$ cat src/rtl/counter_run_controller.sv
// Run/pause/clear sequencer and count register for the hex display.
// Buttons are synchronised, edge-detected and turned into paced increments.
//
// Ports:
//   CLOCK_50    sole clock, rising edge
//   reset       asynchronous, active-high
//   key_run_n   raw run/pause button, active-low
//   key_clear_n raw clear button, active-low
//   rate_sel    increment rate select (11 = every clock)
//   wrap_mode   1 = wrap to 0 at limit, 0 = stop in DONE
//   limit       terminal count value
//   count       current count
//   tick        1-cycle pulse per applied increment
//   running     state is RUN
//   done        state is DONE
module counter_run_controller #(
  parameter int WIDTH = 16,
  parameter int DIV0  = 50_000_000,
  parameter int DIV1  = 25_000_000,
  parameter int DIV2  = 5_000_000
) (
  input  logic             CLOCK_50,
  input  logic             reset,
  input  logic             key_run_n,
  input  logic             key_clear_n,
  input  logic [1:0]       rate_sel,
  input  logic             wrap_mode,
  input  logic [WIDTH-1:0] limit,
  output logic [WIDTH-1:0] count,
  output logic             tick,
  output logic             running,
  output logic             done
);

  localparam int DM01 = (DIV0 > DIV1) ? DIV0 : DIV1;
  localparam int DMAX = (DM01 > DIV2) ? DM01 : DIV2;
  localparam int DW   = (DMAX > 1) ? $clog2(DMAX + 1) : 1;

  typedef enum logic [1:0] {
    IDLE,
    RUN,
    PAUSE,
    DONE
  } state_t;

  state_t state_q, state_d;

  // [0],[1] synchroniser, [2] previous synced level
  logic [2:0] run_sh, clr_sh;
  logic       run_p, clr_p;

  logic [1:0]       rate_q;
  logic             rate_chg;
  logic [DW-1:0]    div_q, div_d, div_term;
  logic [WIDTH-1:0] count_d, count_nxt;
  logic             tick_d;

  always_ff @(posedge CLOCK_50 or posedge reset) begin
    if (reset) begin
      run_sh <= 3'b111;
      clr_sh <= 3'b111;
      run_p  <= 1'b0;
      clr_p  <= 1'b0;
    end else begin
      run_sh <= {run_sh[1:0], key_run_n};
      clr_sh <= {clr_sh[1:0], key_clear_n};
      run_p  <= run_sh[2] & ~run_sh[1];
      clr_p  <= clr_sh[2] & ~clr_sh[1];
    end
  end

  always_comb begin
    case (rate_sel)
      2'b00:   div_term = DW'(DIV0 - 1);
      2'b01:   div_term = DW'(DIV1 - 1);
      2'b10:   div_term = DW'(DIV2 - 1);
      default: div_term = '0;
    endcase
  end

  assign rate_chg = (rate_q != rate_sel);

  assign count_nxt = (wrap_mode && count == limit)
                   ? '0 : count + 1'b1;

  always_comb begin
    state_d = state_q;
    count_d = count;
    div_d   = div_q;
    tick_d  = 1'b0;
    if (clr_p) begin
      state_d = IDLE;
      count_d = '0;
      div_d   = '0;
    end else begin
      unique case (state_q)
        IDLE: begin
          div_d = '0;
          if (run_p) state_d = RUN;
        end
        RUN: begin
          if (rate_chg) begin
            div_d = '0;
          end else if (div_q == div_term) begin
            div_d   = '0;
            tick_d  = 1'b1;
            count_d = count_nxt;
            if (!wrap_mode && count_nxt == limit)
              state_d = DONE;
          end else begin
            div_d = div_q + 1'b1;
          end
          // a press in the same cycle still pauses
          if (run_p) state_d = PAUSE;
        end
        PAUSE: begin
          if (rate_chg) div_d = '0;
          if (run_p) state_d = RUN;
        end
        DONE: begin
          div_d = '0;
          if (run_p) begin
            state_d = IDLE;
            count_d = '0;
          end
        end
      endcase
    end
  end

  always_ff @(posedge CLOCK_50 or posedge reset) begin
    if (reset) begin
      state_q <= IDLE;
      count   <= '0;
      div_q   <= '0;
      rate_q  <= 2'b00;
      tick    <= 1'b0;
      running <= 1'b0;
      done    <= 1'b0;
    end else begin
      state_q <= state_d;
      count   <= count_d;
      div_q   <= div_d;
      rate_q  <= rate_sel;
      tick    <= tick_d;
      running <= (state_d == RUN);
      done    <= (state_d == DONE);
    end
  end

endmodule
$ cat config.mk
export PLATFORM = sky130hd
export DESIGN_NAME = counter_run_controller
export DESIGN_NICKNAME = d
export VERILOG_FILES = /design/src/rtl/counter_run_controller.sv
export SDC_FILE = /design/constraint.sdc
export NUM_CORES = 1
export LEC_CHECK = 0
export BUFFER_PORTS_ARGS = -buffer_cell sky130_fd_sc_hd__buf_2
export CAP_MARGIN = 20
export CORE_MARGIN = 2
export CORE_UTILIZATION = 57
export DETAILED_ROUTE_END_ITERATION = 16
export PLACE_DENSITY = 0.77
export SLEW_MARGIN = 20
export SYNTH_ARGS = -nofsm -noshare
export SYNTH_HDL_FRONTEND = slang
export SYNTH_SLANG_ARGS = --single-unit
$ cat constraint.sdc
create_clock -name CLOCK_50 -period 5.5 [get_ports CLOCK_50]
set_input_delay 0.825 -clock CLOCK_50 [delete_from_list [all_inputs] [get_ports CLOCK_50]]
set_output_delay 0.825 -clock CLOCK_50 [all_outputs]
set_load 0.02 [all_outputs]
==> summary.md, run 1 <==
| Metric | Value |
|---|---|
| CP required | 5750 ps |
| Post-synth EDFFs | 0 |
| Die X | roughly 85 um |
| Endpoints failing setup | 0 |
| Outcome | finished clean |
| # resized after CTS | 0 |
| Hold-fix buffers, CTS | 0 |
| Die span in y | 84.7 um |
| Peak VDD IR | 0.231 mV |
| Max Cap Viol | 0 |
| H-tree levels | 3 |
| Synth Register Bits | 57 |
| Ys flop type | dfrtp_1 |
| Most common cell after layout, fill and taps aside | dfrtp_1 |
| Num CTS Buffers | 9 |
| 1st-iter DRT viols | ~370 |
| Clock Sink Count | 57 |
| Sequential share of the synthesized area | 38.6% |
| DP Worst Slack | 2030 ps |
| Yosys top cell area share | 34.3% |
| Crit Path Class | reg -> reg |
| Hpwl dp | 6290 um |
| CTS tree | done |
| Fmax | 0.312 GHz |
| Hold WC Path Type | reg -> reg |
| Vias in the first global route | 3040 |
| DP Area | 0.00392 mm^2 |
| Number of fill cells | 534 |
| Syn avg cell area | between 9 and 10 um^2 |
| Initial Util | roughly three fifths |
| Post-layout min period | 3210 ps |
| Layout cells sized above 1 | 18.2% |
| Synth warn | 0 |
| Initial antenna violation count | 0 |
| Final instance area | between 0.004 and 0.005 mm^2 |
| Setup crit start kind | register |
| Largest net degree at the start of global routing | a little under 60 |
| Core region area | 0.00631 mm^2 |
| GRT Total Usage | 26.0% |
| Number of port buffers | 41 |
| Post-Syn Area | about 0.0037 mm^2 |
| Synth Net Count | 439 |
| RSZ-0062 raised after global routing | no |
| Power density cells | between 200 and 250 mW/mm^2 |
| Total Power | 955 uW |
| Cell Rows | 29 |
| Slew margin rel. | 53.0% |
| Async S/R FF share, synth | 100% |
| First drt pass iteration count | 6 |
| Crit path DAT | 3450 ps |
| Final Cycle Share | about three fifths |
| Total setup buffers inserted after CTS | 0 |
| Maximum fanout along the worst path | 12 |
| I/O Pins | between 40 and 50 |
| Fin Clk Skew | 5.13 ps |
| Setup TNS | 0 ps |
| Gr ovfl total | 0 |
| Leading area contributor after synthesis | dfrtp_1 |
| CTS clk-pin slew, worst paths | 60 ps |
| Netlist cell types | 60 |
| First-pass GRT wire length | 14900 um |
| # DRC | 0 |
| Clock latency on the worst-skew pair | 330 ps |
| Worst slew pin tran | around 710 ps |
| Post-route setup slack | 2290 ps |
| Final Hold Viols | 0 |
| Drt total wl | 8850 um |
| Final #Nets | 471 |
| GPL Wtd Cong | between 0.9 and 1 |
| CTS Buffer Depth | 2 |
| Routed vias | 3294 |
| Leak | 1.73 nW |
| Vias per Instance | 6.30 |
| Diode count | 0 |
| Root Buffer | clkbuf_8 |
| Wire per inst | ~17 um |
| Die Area | between 0.007 and 0.008 mm^2 |
| Number of routed nets with antenna violations | 0 |
| Commonest non-fill, non-tap cells in the layout | 51 x dfrtp_1, 44 x nor2_1, 41 x buf_2 |
| Area Growth Syn to Fin | 11.6% |
| Cells after synthesis | 409 |
| Max Slew Vio Count | 0 |
| Crit. End Element | register |
| Area contributors post-synth | dfrtp_1 34%, xnor2_1 6.8%, o21ai_0 4.8% |
-- layer usage --
layer	vias up	routed length [um]	part of all wire, %	GRT usage (%)
met5	-	0	0	0
met4	0	175	2.0	8.66
met3	20	691	7.8	5.70
met2	147	4010	45	38.4
met1	1578	3980	45	38.1
li1	1549	-	-	-
-- synth_stat cells (2+ instances only) --
master	instances
a211o_1	2
a211oi_1	2
a21oi_1	12
and2_1	2
and3_1	12
and4_1	3
buf_2	9
buf_4	3
clkbuf_1	9
dfrtp_1	51
dfstp_2	6
ha_1	7
inv_1	13
mux2i_1	2
nand2_1	25
nand2b_1	5
nand3_1	25
nand3b_1	3
nand4_1	10
nand4_2	2
nand4bb_1	2
nor2_1	44
nor2b_1	5
nor3_1	9
nor4_1	5
nor4_2	3
o21ai_0	36
o22ai_1	2
o31ai_1	15
or3_1	7
or4_1	6
xnor2_1	29
xnor3_1	3
xor2_1	14
-- worst max-delay path, cell delays in order (launching register included) --
cell      delay, ps
dfrtp_1         540
ha_1            300
nand3_1         410
o21ai_0         400
nand2b_1        120
o2bb2a_1        280
o32a_1          330
nor4_2          360
a21oi_1         150
a211oi_2        220
-- cells by family after synthesis --
kind of cell | after synthesis | share of synthesized area (%)
fa+ha+maj | 7 | 2.36
xor+xnor | 46 | 12.0
flops | 57 | 38.6
compound gates | 85 | 15.7
buf+inv | 35 | 4.34
mux | 2 | 0.539
simple gates | 177 | 26.5
-- power by group --
group	internal [mW]	switching, mW
registers	0.428	0.00594
logic	0.0292	0.0484
clock network	0.278	0.166
total	0.735	0.220
-- cell type report --
type / count / area [um^2] / area share, %
Clock buffer: 11 / 151 / 3.65
Clock inverter: 5 / 77.6 / 1.87
Inverter: 13 / 48.8 / 1.18
Multi-Input combinational cell: 317 / 2120 / 51.1
Sequential cell: 57 / 1430 / 34.6
Tap cell: 77 / 96.3 / 2.32
Timing Repair Buffer: 43 / 220 / 5.31
-- flip-flops by register name, summed over array words and instances, names as in the netlist --
signal and cells:
run_sh 3, running 1, tick 1, count 16
div_q 26, run_p 1, rate_q 2, clr_sh 3
done 1, state_q 2, clr_p 1
-- through the flow --
| stage | cells | utilization, % | hold slack, ps |
|---|---|---|---|
| final | 523 | 65.7 | 356 |
| after global routing | 523 | 65.7 | 359 |
| after CTS | 523 | 65.7 | 358 |
| after detailed placement | 507 | 62.1 | 348 |
| after global placement | 507 | 62.1 | 347 |
| after floorplan | 409 | - | 345 |
-- path summary, 6_finish.rpt --
| path | startpoint | endpoint | slack (ps) | cells past startpoint |
|---|---|---|---|---|
| max | count[0]$_DFFE_PP0P_ | state_q[1]$_DFF_PP0_ | 2290 | 9 |
| max reg2reg | count[0]$_DFFE_PP0P_ | state_q[1]$_DFF_PP0_ | 2290 | 9 |
| min | clr_sh[0]$_DFF_PP1_ | clr_sh[1]$_DFF_PP1_ | 360 | 0 |
| min in group asynchronous | reset | run_p$_DFF_PP0_ | 680 | 3 |
| max in group asynchronous | reset | count[3]$_DFFE_PP0P_ | 4350 | 3 |
| min reg2reg | clr_sh[0]$_DFF_PP1_ | clr_sh[1]$_DFF_PP1_ | 360 | 0 |
No activity file was read; power rests on OpenSTA's default activity.
==> run 2: changes to the inputs <==
--- a/config.mk
+++ b/config.mk
@@ -5,6 +5,7 @@
 export SDC_FILE = /design/constraint.sdc
 export NUM_CORES = 1
 export LEC_CHECK = 0
+export ABC_AREA = 1
 export BUFFER_PORTS_ARGS = -buffer_cell sky130_fd_sc_hd__buf_2
 export CAP_MARGIN = 20
 export CORE_MARGIN = 2
==> constraint.sdc (replaced) <==
create_clock -name CLOCK_50 -period 3.3 [get_ports CLOCK_50]
set_input_delay 0.495 -clock CLOCK_50 [delete_from_list [all_inputs] [get_ports CLOCK_50]]
set_output_delay 0.495 -clock CLOCK_50 [all_outputs]
set_load 0.02 [all_outputs]
==> run 2 against run 1 <==
  * Register-to-register slack got worse by 1600 ps
  * Sequential share of layout area fell by 1.2 points
  * Sequential cell count did not move
  * Synthesized cell count is 33% higher
  * Core utilization up 1.6 points
  * Die area grew 2.1%
  * Non-clock buffer count grew 2
  * Critical endpoint is now done$_DFF_PP0_
==> summary.md, run 2 <==
| Metric | Value |
|---|---|
| Area Growth Syn to Fin | 13.2% |
| GPL Wtd Cong | 0.973 (+6.5%) |
| Number of routed nets with antenna violations | 0 (unchanged) |
| Most flops, register | div_q |
| Initial Util | 59.4% (+0.59 points) |
| Netlist cell types | 39 (-35%) |
| Synth Net Count | 573 (+31%) |
| Largest family of logic cells by synthesized area | simple AND/OR/NAND/NOR gates |
| Final Cycle Share | 77.7% (+19 points) |
| Fin Clk Skew | 7.52 ps (+2.39 ps) |
| Cell internal pwr | 1.17 mW (+60%) |
| Number of fill cells | 584 (+9.4%) |
| RSZ-0062 raised after global routing | no |
| Largest register FFs | 26 (unchanged) |
| Initial antenna violation count | 0 (unchanged) |
| Drt total wl | 9180 um (+3.7%) |
| Largest stage delay, worst path | 440 ps (-100 ps) |
| # DRC | 0 (unchanged) |
| Commonest non-fill, non-tap cells in the layout | 155 x nand2_1, 84 x inv_1, 60 x nor2_1 |
| Largest regs | div_q: 26 flops, count: 16 flops |
| Post-route setup slack | 735 ps (-1560 ps) |
| Top cell family by delay on the critical path | simple AND/OR/NAND/NOR gates |
| GRT Total Usage | 27.3% (+1.3 points) |
| CTS clk-pin slew, worst paths | 70 ps (about the same) |
| Synth warn | 0 (unchanged) |
| Die span in y | 85.6 um (+1.0%) |
| Wire per inst | 13.6 um (-20%) |
| Post-layout min period | 2560 ps (-641 ps) |
| Combinational power share | 9.8% (+1.7 points) |
| Hold WC Path Type | in -> async |
| Net Sw Power | 402 uW (+83%) |
| Worst slew pin tran | 778 ps (+71.8 ps) |
| Hpwl dp | 7030 um (+12%) |
| First drt pass iteration count | 5 (-1) |
| Crit. End Element | register |
| Die X | 85.6 um (+1.0%) |
| Crit path cell chain | inv_1 > nand2_1 > nand2_1 > inv_1 > nand3_1 > nor2_2 > nand3_2 > buf_4 > nand2_1 > xor2_1 > nand2_1 > nor2_1 > nand3_1 > nand2_1 > nand2_1 > nand2_1 > nand2_1 > nor2_2 |
| Leak | 2.18 nW (+26%) |
| Post-synth EDFFs | 0 (unchanged) |
| Gr ovfl total | 0 (unchanged) |
| Async S/R FF share, synth | 100% (unchanged) |
| Vias per Instance | 5.35 (-15%) |
| Root Buffer | clkbuf_8 |
| Final #Nets | 622 (+32%) |
| DP Worst Slack | 482 ps (-1540 ps) |
| Switching share of power | 25.5% (+2.5 points) |
| Ys flop type | dfrtp_1 |
| Routed vias | 3603 (+9.4%) |
| Cell Rows | 29 (unchanged) |
| Cells after synthesis | 543 (+33%) |
| Max Cap Viol | 0 (unchanged) |
| Hold Worst Slack | 128 ps (-228 ps) |
| Number of port buffers | 41 (unchanged) |
| Total setup buffers inserted after CTS | 0 (unchanged) |
| Vias in the first global route | 3436 (+13%) |
| Synth Area in XOR/XNOR | 4.85% (-7.1 points) |
| Final Core Density | 67.3% (+1.6 points) |
| Slew margin rel. | 48.2% (-4.8 points) |
| Final Hold Viols | 0 (unchanged) |
| Power density cells | 367 mW/mm^2 (+59%) |
| Worst path most repeated cell | nand2_1 |
| DP Area | 0.00408 mm^2 (+4.1%) |
| Syn avg cell area | 6.99 um^2 (-23%) |
| CTS tree | done |
| Sequential share of the synthesized area | 37.8% (-0.81 points) |
| Post-Syn Area | 0.00380 mm^2 (+2.2%) |
| Most common cell after layout, fill and taps aside | nand2_1 |
| Yosys top cell area share | 33.6% (-0.72 points) |
| Final instance area | 0.00430 mm^2 (+3.6%) |
| H-tree levels | 3 (unchanged) |
| Outcome | finished clean |
| CP bufs+invs | 3 (+3) |
| Leading area contributor after synthesis | dfrtp_1 |
| Core region area | 0.00639 mm^2 (+1.1%) |
| 1st-iter DRT viols | 234 (-36%) |
| Synth cell count leaders | 155 x nand2_1, 85 x inv_1, 60 x nor2_1 |
| Layout cells sized above 1 | 16.2% (-1.9 points) |
| Largest net degree at the start of global routing | 42 (-28%) |
| Sequential Power Share | 46.0% (+0.6 points) |
| CP required | 3560 ps (-2190 ps) |
| Synth Register Bits | 57 (unchanged) |
| Area contributors post-synth | dfrtp_1 34%, nand2_1 15%, inv_1 8.4% |
| Clk pwr share | 44.2% (-2.3 points) |
| Crit Path Class | reg -> reg |
| Fmax | 0.390 GHz (+25%) |
| Clock Sink Count | 57 (unchanged) |
| Diode count | 0 (unchanged) |
| Setup crit start kind | register |
| Hold-fix buffers, CTS | 0 (unchanged) |
| Peak VDD IR | 0.306 mV (+32%) |
| CTS Buffer Depth | 2 (unchanged) |
| Setup TNS | 0 ps (unchanged) |
| Compound-Gate Fraction of Synth Area | 8.04% (-7.6 points) |
| Most numerous cell in the Yosys netlist | nand2_1 |
| Max Slew Vio Count | 0 (unchanged) |
| Post-synthesis mux area share | 0.297% (-0.24 points) |
| # resized after CTS | 0 (unchanged) |
| Endpoints failing setup | 0 (unchanged) |
| I/O Pins | 42 (unchanged) |
| Crit path DAT | 2830 ps (-620 ps) |
| Maximum fanout along the worst path | 22 (+10) |
| Clock latency on the worst-skew pair | 330 ps (about the same) |
| Die Area | 0.00733 mm^2 (+2.1%) |
| Simple-Gate Fraction of Synth Area | 36.8% (+10 points) |
| Post-Synth Adder-Cell Area | 2.31% (-0.050 points) |
| Crit-path slowest cell | dfrtp_1 |
| First-pass GRT wire length | 15900 um (+7.0%) |
| Num CTS Buffers | 9 (unchanged) |
[run 2: changes by cell type after synthesis, moves of 12 or more]
| cell | delta |
|---|---|
| nor2_1 | +16 |
| o31ai_1 | -14 |
| xnor2_1 | -28 |
| inv_1 | +72 |
| and3_1 | -12 |
| o21ai_0 | -14 |
| nand3_1 | +15 |
| nand2_1 | +130 |
[run 2: kinds of logic after synthesis]
group,count (synthesis)
flops,57
buf+inv,96
simple gates,305
compound gates,56
mux,1
fa+ha+maj,7
xor+xnor,21
[run 2: metal layers]
metal | routed length (um) | GRT usage, %
met5 | 0 | 0
met4 | 166 | 9.96
met3 | 573 | 4.81
met2 | 4010 | 41.3
met1 | 4430 | 39.4
[run 2: stage by stage]
step	instances	total power, mW
floorplan	543	0.838
global placement	658	0.888
detailed placement	658	0.892
CTS	674	1.59
global route	674	1.64
finish	674	1.58
[run 2: cell type report]
type	count	area [um^2]	area share [%]
flip-flops and latches	57	1430	33.4
clock inverters	4	50.0	1.16
clock buffers	12	165	3.84
repair buffers	45	235	5.47
well taps	77	96.3	2.24
inverters	89	334	7.77
multi-input cells	390	1980	46.1
[run 2: power groups by stage]
stage	Combinational (mW)	Sequential, mW	Clock [mW]
final	0.155	0.725	0.696
after detailed placement	0.154	0.738	0
after global routing	0.179	0.727	0.736
after global placement	0.150	0.737	0
after CTS	0.155	0.725	0.710
after floorplan	0.0974	0.741	0
[run 2: final timing paths]
check                           cells past startpoint  slack, ps               endpoint                  start
worst min-delay path                                2        130  count[10]$_DFFE_PP0P_                  reset
worst max register to register                     18        740         done$_DFF_PP0_  count[13]$_DFFE_PP0P_
worst max-delay path                               18        740         done$_DFF_PP0_  count[13]$_DFFE_PP0P_
min in group CLOCK_50                               1        260    clr_sh[0]$_DFF_PP1_            key_clear_n
worst min register to register                      0        360    clr_sh[1]$_DFF_PP1_    clr_sh[0]$_DFF_PP1_
max in group asynchronous                           3       2310   count[2]$_DFFE_PP0P_                  reset
